[config.mk]
export PLATFORM = sky130hd
export DESIGN_NAME = key_event_ctrl
export DESIGN_NICKNAME = d
export VERILOG_FILES = /design/src/rtl/key_event_pkg.sv /design/src/rtl/sync_2ff.sv /design/src/rtl/key_event_ctrl.sv
export SDC_FILE = /design/constraint.sdc
export NUM_CORES = 1
export LEC_CHECK = 0
export ABC_AREA = 1
export CAP_MARGIN = 20
export CORE_AREA = 2 2 91 76
export CTS_BUF_LIST = sky130_fd_sc_hd__clkbuf_4 sky130_fd_sc_hd__clkbuf_8
export CTS_CLUSTER_DIAMETER = 60
export DETAILED_ROUTE_END_ITERATION = 10
export DIE_AREA = 0 0 93 78
export DONT_BUFFER_PORTS = 1
export HOLD_SLACK_MARGIN = 0.08
export PLACE_DENSITY_LB_ADDON = 0.15
export SETUP_SLACK_MARGIN = 0.02
export SLEW_MARGIN = 10
export SYNTH_ARGS = -nofsm -noshare
export SYNTH_HDL_FRONTEND = slang
export SYNTH_SLANG_ARGS = --single-unit
export TNS_END_PERCENT = 100
[constraint.sdc]
create_clock -name clk100_i -period 2.18 [get_ports clk100_i]
set_input_delay 0.654 -clock clk100_i [delete_from_list [all_inputs] [get_ports clk100_i]]
set_output_delay 0.654 -clock clk100_i [all_outputs]
set_load 0.03 [all_outputs]
[src/rtl/key_event_pkg.sv]
// rtl/key_event_pkg.sv - shared state type, default timing constants and counter sizing
package key_event_pkg;

  typedef enum logic [1:0] {
    IDLE,
    PRESS_WAIT,
    PRESSED,
    RELEASE_WAIT
  } key_state_e;

  localparam int DEBOUNCE_CYCLES_DEF = 500000;
  localparam int REPEAT_CYCLES_DEF   = 25000000;

  // Bits needed to hold a count of 0..n-1, never narrower than one bit.
  function automatic int cnt_width(input int n);
    return (n < 2) ? 1 : $clog2(n);
  endfunction

endpackage

[src/rtl/sync_2ff.sv]
// rtl/sync_2ff.sv - parameterized two-flop synchronizer with selectable reset value
module sync_2ff #(
  parameter int             W       = 1,
  parameter logic [W-1:0]   RST_VAL = '0
) (
  input  logic         clk_i,
  input  logic         rst_ni,
  input  logic [W-1:0] d_i,
  output logic [W-1:0] q_o
);

  logic [W-1:0] meta_q;
  logic [W-1:0] sync_q;

  always_ff @(posedge clk_i or negedge rst_ni) begin
    if (!rst_ni) begin
      meta_q <= RST_VAL;
      sync_q <= RST_VAL;
    end else begin
      meta_q <= d_i;
      sync_q <= meta_q;
    end
  end

  assign q_o = sync_q;

endmodule

[src/rtl/key_event_ctrl.sv]
// rtl/key_event_ctrl.sv - debounced push-button to one-cycle load strobe with switch snapshot
// Optional auto-repeat while held: KEY_EVENT_CTRL_AUTOREPEAT_EN
module key_event_ctrl
  import key_event_pkg::*;
#(
  parameter int DEBOUNCE_CYCLES = DEBOUNCE_CYCLES_DEF,
  parameter int REPEAT_CYCLES   = REPEAT_CYCLES_DEF,
  parameter int SW_W            = 10
) (
  input  logic            clk100_i,
  input  logic            rstn_i,
  input  logic            key_ni,
  input  logic [SW_W-1:0] sw_i,
  output logic            load_o,
  output logic [SW_W-1:0] data_o,
  output logic            busy_o,
  output logic [7:0]      press_cnt_o
);

  localparam int CNT_W = cnt_width(DEBOUNCE_CYCLES);
  localparam logic [CNT_W-1:0] CNT_MAX = CNT_W'(DEBOUNCE_CYCLES - 1);

  if (DEBOUNCE_CYCLES < 2 || DEBOUNCE_CYCLES > (1 << 20)) begin : g_bad_debounce
    $error("DEBOUNCE_CYCLES must be within 2..2^20");
  end
  if (REPEAT_CYCLES < 2) begin : g_bad_repeat
    $error("REPEAT_CYCLES must be at least 2");
  end

  logic            key_sync;
  logic [SW_W-1:0] sw_sync;

  sync_2ff #(.W(1), .RST_VAL(1'b1)) u_sync_key (
    .clk_i  (clk100_i),
    .rst_ni (rstn_i),
    .d_i    (key_ni),
    .q_o    (key_sync)
  );

  sync_2ff #(.W(SW_W), .RST_VAL('0)) u_sync_sw (
    .clk_i  (clk100_i),
    .rst_ni (rstn_i),
    .d_i    (sw_i),
    .q_o    (sw_sync)
  );

  key_state_e      state_q, state_d;
  logic [CNT_W-1:0] cnt_q, cnt_d;
  logic            load_q, load_d;
  logic [SW_W-1:0] data_q, data_d;
  logic            busy_q, busy_d;
  logic [7:0]      press_cnt_q, press_cnt_d;
  logic            fire;

`ifdef KEY_EVENT_CTRL_AUTOREPEAT_EN
  localparam int REP_W = cnt_width(REPEAT_CYCLES);
  localparam logic [REP_W-1:0] REP_MAX = REP_W'(REPEAT_CYCLES - 1);
  logic [REP_W-1:0] rep_q, rep_d;
`endif

  always_comb begin
    state_d     = state_q;
    cnt_d       = cnt_q;
    load_d      = 1'b0;
    data_d      = data_q;
    press_cnt_d = press_cnt_q;
    fire        = 1'b0;

    case (state_q)
      IDLE: begin
        if (!key_sync) state_d = PRESS_WAIT;
      end
      PRESS_WAIT: begin
        if (key_sync) begin
          state_d = IDLE;
        end else if (cnt_q == CNT_MAX) begin
          state_d = PRESSED;
          fire    = 1'b1;
        end else begin
          cnt_d = cnt_q + 1'b1;
        end
      end
      PRESSED: begin
        if (key_sync) state_d = RELEASE_WAIT;
      end
      RELEASE_WAIT: begin
        if (!key_sync) begin
          state_d = PRESSED;
        end else if (cnt_q == CNT_MAX) begin
          state_d = IDLE;
        end else begin
          cnt_d = cnt_q + 1'b1;
        end
      end
      default: state_d = IDLE;
    endcase

    if (state_d != state_q) cnt_d = '0;

`ifdef KEY_EVENT_CTRL_AUTOREPEAT_EN
    // A fresh press restarts the repeat interval; a release bounce only pauses it.
    rep_d = rep_q;
    if (state_q == PRESS_WAIT && state_d == PRESSED) begin
      rep_d = '0;
    end else if (state_q == PRESSED && state_d == PRESSED) begin
      if (rep_q == REP_MAX) begin
        rep_d = '0;
        fire  = 1'b1;
      end else begin
        rep_d = rep_q + 1'b1;
      end
    end
`endif

    if (fire) begin
      load_d      = 1'b1;
      data_d      = sw_sync;
      press_cnt_d = press_cnt_q + 8'd1;
    end

    busy_d = (state_d != IDLE);
  end

  always_ff @(posedge clk100_i or negedge rstn_i) begin
    if (!rstn_i) begin
      state_q     <= IDLE;
      cnt_q       <= '0;
      load_q      <= 1'b0;
      data_q      <= '0;
      busy_q      <= 1'b0;
      press_cnt_q <= '0;
    end else begin
      state_q     <= state_d;
      cnt_q       <= cnt_d;
      load_q      <= load_d;
      data_q      <= data_d;
      busy_q      <= busy_d;
      press_cnt_q <= press_cnt_d;
    end
  end

`ifdef KEY_EVENT_CTRL_AUTOREPEAT_EN
  always_ff @(posedge clk100_i or negedge rstn_i) begin
    if (!rstn_i) rep_q <= '0;
    else         rep_q <= rep_d;
  end
`endif

  assign load_o      = load_q;
  assign data_o      = data_q;
  assign busy_o      = busy_q;
  assign press_cnt_o = press_cnt_q;

endmodule

## Word level (Yosys, flattened, before mapping)

Cells that the tools add are included.

| operators by class | value |
|---|---|
| $add $sub $neg | 2 |
| equality and inequality tests | 7 |
| mux-type cells | 16 |
| reduce and logical (&&, ||, !) cells | 4 |

Operator list:

| cell | number |
|---|---|
| $mux W19 | 4 |
| $pmux W19 S2 | 1 |
| $add A19 B1 Y19 const B | 1 |
| $eq A19 B19 Y1 const B | 1 |
| $mux W2 | 6 |
| $add A8 B1 Y8 const B | 1 |
| $pmux W2 S4 | 1 |
| $eq A2 B2 Y1 const B | 2 |
| $mux W1 | 4 |
| $ne A3 B2 Y1 const B | 1 |
| $ne A3 B3 Y1 const B | 1 |
| $reduce_and A3 Y1 | 1 |
| $reduce_bool A3 Y1 | 1 |
| $eq A2 B1 Y1 const B | 1 |
| $logic_not A2 Y1 | 1 |
| $ne A2 B2 Y1 | 1 |
| $reduce_bool A2 Y1 | 1 |

| word-level totals | value |
|---|---|
| register bits | 63 |
| output and inout bits | 20 |
| logic and storage cells | 39 |
| input bits | 13 |

## Depth between registers and ports, before layout

| depth | value |
|---|---|
| depth in word-level cells | 7 |
| depth in mapped cells | 11 |
| mapped depth without buffers | 10 |

## By module

From an unflattened synthesis, not the netlist that was laid out.

| second synthesis, totals | value |
|---|---|
| cell total of the unflattened synthesis | 318 |
| area total of the unflattened synthesis | 2,783.9 um2 |

By module, submodules not included:

| module | seq. area each (um2) | area an instance (um2) | cells each | times used |
|---|---|---|---|---|
| key_event_ctrl | 1,026.0 | 2,230.9 | 296 | 1 |
| sync_2ff at u_sync_sw | 500.5 | 500.5 | 20 | 1 |
| sync_2ff at u_sync_key | 52.6 | 52.6 | 2 | 1 |

## Worst setup path after synthesis

OpenSTA, ideal clock, no wires.

| path | value |
|---|---|
| path type | register -> register |
| from | register cnt_q[0] |
| to | register data_q[0], in the netlist data_o[0] |
| setup slack | 0.617 ns |
| clock period less this slack | 1.563 ns |
| data required time | 2.063 ns |
| library setup time | 0.117 ns |
| arrival time | 1.446 ns |
| path buffers | 1 |
| stages on the path, launching flop included | 10 |
| path through | dfrtp_1 ha_1 nand3_1 inv_1 nand3_1 nor2_4 nand2_4 buf_4 nand2_1 nand2_1 |

| between the ends | value |
|---|---|
| word-level cells in the longest chain between the ends | 4 |

Ends and longest elaborated chain:

| item | RTL line | RTL |
|---|---|---|
| from (decl) | key_event_ctrl.sv:48 | `logic [CNT_W-1:0] cnt_q, cnt_d;` |
| from (signal assigned) | key_event_ctrl.sv:134 | `cnt_q <= cnt_d;` |
| $eq A19 B19 Y1 | key_event_ctrl.sv:76 | `end else if (cnt_q == CNT_MAX) begin` |
| $mux W1 | key_event_ctrl.sv:76 |  |
| $mux W1 | key_event_ctrl.sv:74 | `if (key_sync) begin` |
| $mux W1 | key_event_ctrl.sv:69 | `case (state_q)` |
| to (signal assigned) | key_event_ctrl.sv:136 | `data_q <= data_d;` |
| to (decl) | key_event_ctrl.sv:50 | `logic [SW_W-1:0] data_q, data_d;` |

Every way passes these cells.
A chain may end at the register's enable or synchronous reset.

## Worst setup path in the final report

| path | value |
|---|---|
| from | register cnt_q[0] |
| to | register press_cnt_q[3], in the netlist press_cnt_o[3] |

| between the ends | value |
|---|---|
| word-level cells in the longest chain between the ends | 4 |

Ends and longest elaborated chain:

| item | RTL line | RTL |
|---|---|---|
| $eq A19 B19 Y1 | key_event_ctrl.sv:76 |  |
| $mux W1 | key_event_ctrl.sv:76 |  |
| $mux W1 | key_event_ctrl.sv:74 |  |
| $mux W1 | key_event_ctrl.sv:69 |  |
| to (signal assigned) | key_event_ctrl.sv:138 | `press_cnt_q <= press_cnt_d;` |
| to (decl) | key_event_ctrl.sv:52 | `logic [7:0] press_cnt_q, press_cnt_d;` |

Every way passes these cells.

==> results by group <==
Pwr
  – Sequential group share of total power: 52.8%
  – Int Pwr: 0.001772 W
  – Leakage Power: 1.483 nW
  – Sw Ratio: 22.84%
  – Sw Pwr: 0.0005245 W
  – Peak supply drop: 0.4198 mV
  – PD cells: 742.3 nW/um^2
  – Total power: 0.002297 W
  – Clock power frac: 44.7%
  – Part of the power in combinational logic: 2.5%

GRT
  – GRT Total Usage: 17.57%
  – Met3 usage: 5.728%
  – GRT busiest layer: met1
  – Initial antenna violation count: 0
  – Met2 Track Usage GR: 24.06%
  – Vias in the first global route: 1929
  – First-pass GRT wire length: 9701 um
  – Largest net degree at the start of global routing: 62
  – Met1 usage: 26.17%
  – Grt ovf: 0

Synth
  – Ys async rst share: 100.0%
  – Synth Cell Area: 2781 um^2
  – Ys flop type: dfrtp_1
  – Flops & latches, synth: 63
  – Most frequent cells after synthesis: nand2_1 (99), dfrtp_1 (61), nor2_1 (52)
  – Synth top area cells: dfrtp_1 (55%), nand2_1 (13%), nor2_1 (7.0%), nand3_1 (4.1%), xor2_1 (3.8%)
  – Syn Inst Count: 318
  – Avg Inst Size Synth: 8.747 um^2
  – Count leader, synth: nand2_1
  – Synth warnings: 0
  – Area leader, netlist: dfrtp_1
  – Syn nets: 333
  – Post-synth EDFFs: 0
  – Synth cell types: 23
  – Post-synth top area share: 54.88%
  – Seq/Total Area, Yosys: 56.77%

Critical path
  – CP arrival: 2.12 ns
  – WP data required: 2.46 ns
  – Crit path depth: 9
  – Max incr delay on CP: 0.46 ns
  – Worst path top cell family by delay: simple AND/OR/NAND/NOR gates
  – Worst setup EP type: flip-flop
  – FF-to-FF path depth: 9
  – Worst setup SP type: flip-flop
  – Critical path's slowest cell: dfrtp_1
  – Critical path capture point: press_cnt_o[3]
  – Setup crit start: cnt_q[0]
  – Crit-path cells: ha_1 -> nand3_1 -> inv_1 -> nand3_1 -> nor2_4 -> nand2_4 -> inv_6 -> nand3_1 -> nand2_1
  – R2R Setup Slk: 0.34 ns
  – Worst R2R End: press_cnt_o[3]
  – Setup Crit Path Kind: reg -> reg
  – Worst path bufs/invs: 2
  – Most frequent cell on the critical path: nand3_1
  – CP Max Fanout: 15
  – Reg2reg start: cnt_q[0]

STA
  – Post-route clock period utilization: 84.49%
  – Worst Max-Slew Pin Slew: 0.4663 ns
  – Worst hold margin: 0.1518 ns
  – Final Setup Violations: 0
  – Fin Setup TNS: 0 ns
  – Worst Clk Skew: 0.003220 ns
  – Slew Viols, Final: 0
  – Slew margin rel.: 68.80%
  – F_max: 542.9 MHz
  – Fin. Hold Viols: 0
  – RSZ-0062 raised after global routing: no
  – Period minus WS final: 1.842 ns

Final layout
  – Fin util: 49.54%
  – Layout cells sized above 1: 11.11%
  – Final #Nets: 343
  – P&R area growth vs syn: 11.25%
  – Ant diodes: 0

Worst hold path
  – Hold Crit Class: in -> async

CTS
  – Skew-Pair Late Insertion Delay: 0.34 ns
  – CTS root buffer: clkbuf_8
  – CTS Sinks: 63
  – Clk buf depth: 2
  – Cts bufs inserted: 9
  – CTS clk-pin slew, worst paths: 0.07 ns
  – CTS tree: yes
  – H-tree depth: 3
  – Post-cts resize count: 0

Detailed routing
  – Vias per inst: 4.703
  – Total Routed Length: 5534 um
  – Pre-Repair DR Iteration Count: 4
  – Post-route antenna net violation count: 0
  – Wire per inst: 13.27 um
  – Initial DRC Count: 183
  – Vias: 1961
  – DRC: 0

Run status
  – Outcome: finished, final reports clean

Floorplanning
  – Initial Util: 44.53%
  – Boundary Pins: 33
  – Die W: 93 um
  – Core ar.: 6246 um^2
  – FP Rows: 26
  – Die Span Y: 78 um
  – Die area: 7254 um^2

Place
  – RePlAce Congestion: 0.8644
  – Post-DP HPWL: 3888 um
  – I/O Buffers: 0

Flow run
  – Max-Cap Viols: 0
how the worst min path moves through the flow:
stage / to / cells after the start / slack (ns)
detailed placement: u_sync_sw.q_o[3] / 0 / 0.34
finish: u_sync_key.meta_q / 0 / 0.15
global placement: u_sync_sw.q_o[3] / 0 / 0.33
global route: u_sync_key.meta_q / 0 / 0.13
CTS: u_sync_key.meta_q / 0 / 0.13
floorplan: u_sync_sw.q_o[0] / 0 / 0.33
power by group through the flow:
| stage | logic (W) | clock network, W | registers (W) |
|---|---|---|---|
| detailed placement | 0.0000312 | 0 | 0.00124 |
| CTS | 0.0000591 | 0.00106 | 0.00121 |
| global route | 0.0000673 | 0.00112 | 0.00122 |
| finish | 0.0000566 | 0.00103 | 0.00121 |
| global placement | 0.0000313 | 0 | 0.00123 |
| floorplan | 0.0000245 | 0 | 0.00123 |
registers in the layout, indices dropped and copies added, names as in the netlist:
name	flops
cnt_q	19
data_o	10
u_sync_sw.meta_q	10
u_sync_sw.q_o	10
press_cnt_o	8
state_q	2
busy_o	1
load_o	1
u_sync_key.meta_q	1
u_sync_key.q_o	1
cells in the final DEF (no fill, tap or decap):
cell        instances
nand2_1            99
dfrtp_1            61
nor2_1             52
inv_1              25
nand3_1            23
xor2_1             12
clkbuf_8           10
nand2_2             9
nand4_1             7
o21ai_0             5
xnor2_1             5
nand3b_1            3
inv_2               2
nor2_2              2
inv_6               2
ha_1                2
clkinvlp_4          2
buf_4               2
dfstp_2             2
nor2_4              1
nand2_4             1
clkinv_1            1
mux2i_1             1
bufinv_16           1
clkinv_4            1
clkinv_2            1
buf_16              1
through the flow:
step                      area [um^2]  instances  setup WS [ns]
after global routing             3094        417        0.09000
after detailed placement         2861        400         0.3226
after floorplan                  2781        318         0.6170
final                            3094        417         0.3381
after global placement           2861        400         0.3399
after CTS                        3094        417         0.2973
cell type report:
type,instances,area [um^2]
fillers,612,3152
flip-flops and latches,63,1579
multi-input cells,222,1049
clock buffers,10,137.6
inverters,29,113.9
well taps,84,105.1
clock inverters,6,67.56
repair buffers,3,42.54
routing by layer:
metal  vias to the layer above  share of wire, %
li1                        998                 -
met1                       912                50
met2                        49                44
met3                         2               5.8
met4                         0              0.38
met5                         -                 0
cells by family after synthesis:
| logic type | Yosys count | synth area share, % |
|---|---|---|
| XOR/XNOR | 17 | 5.353 |
| AND/OR/NAND/NOR | 197 | 30.18 |
| AO/OA/AOI/OAI | 5 | 0.8995 |
| buffers and inverters | 33 | 5.533 |
| multiplexers | 1 | 0.3599 |
| adder cells (fa/ha/maj) | 2 | 0.8995 |
| flip-flops | 63 | 56.77 |
timing repair:
action | in CTS | in global routing
hold buffers | 1 | 0
buffers inserted | 0 | 0
hold endpoints to repair | 61 | 0
No activity file was read; power rests on OpenSTA's default activity.
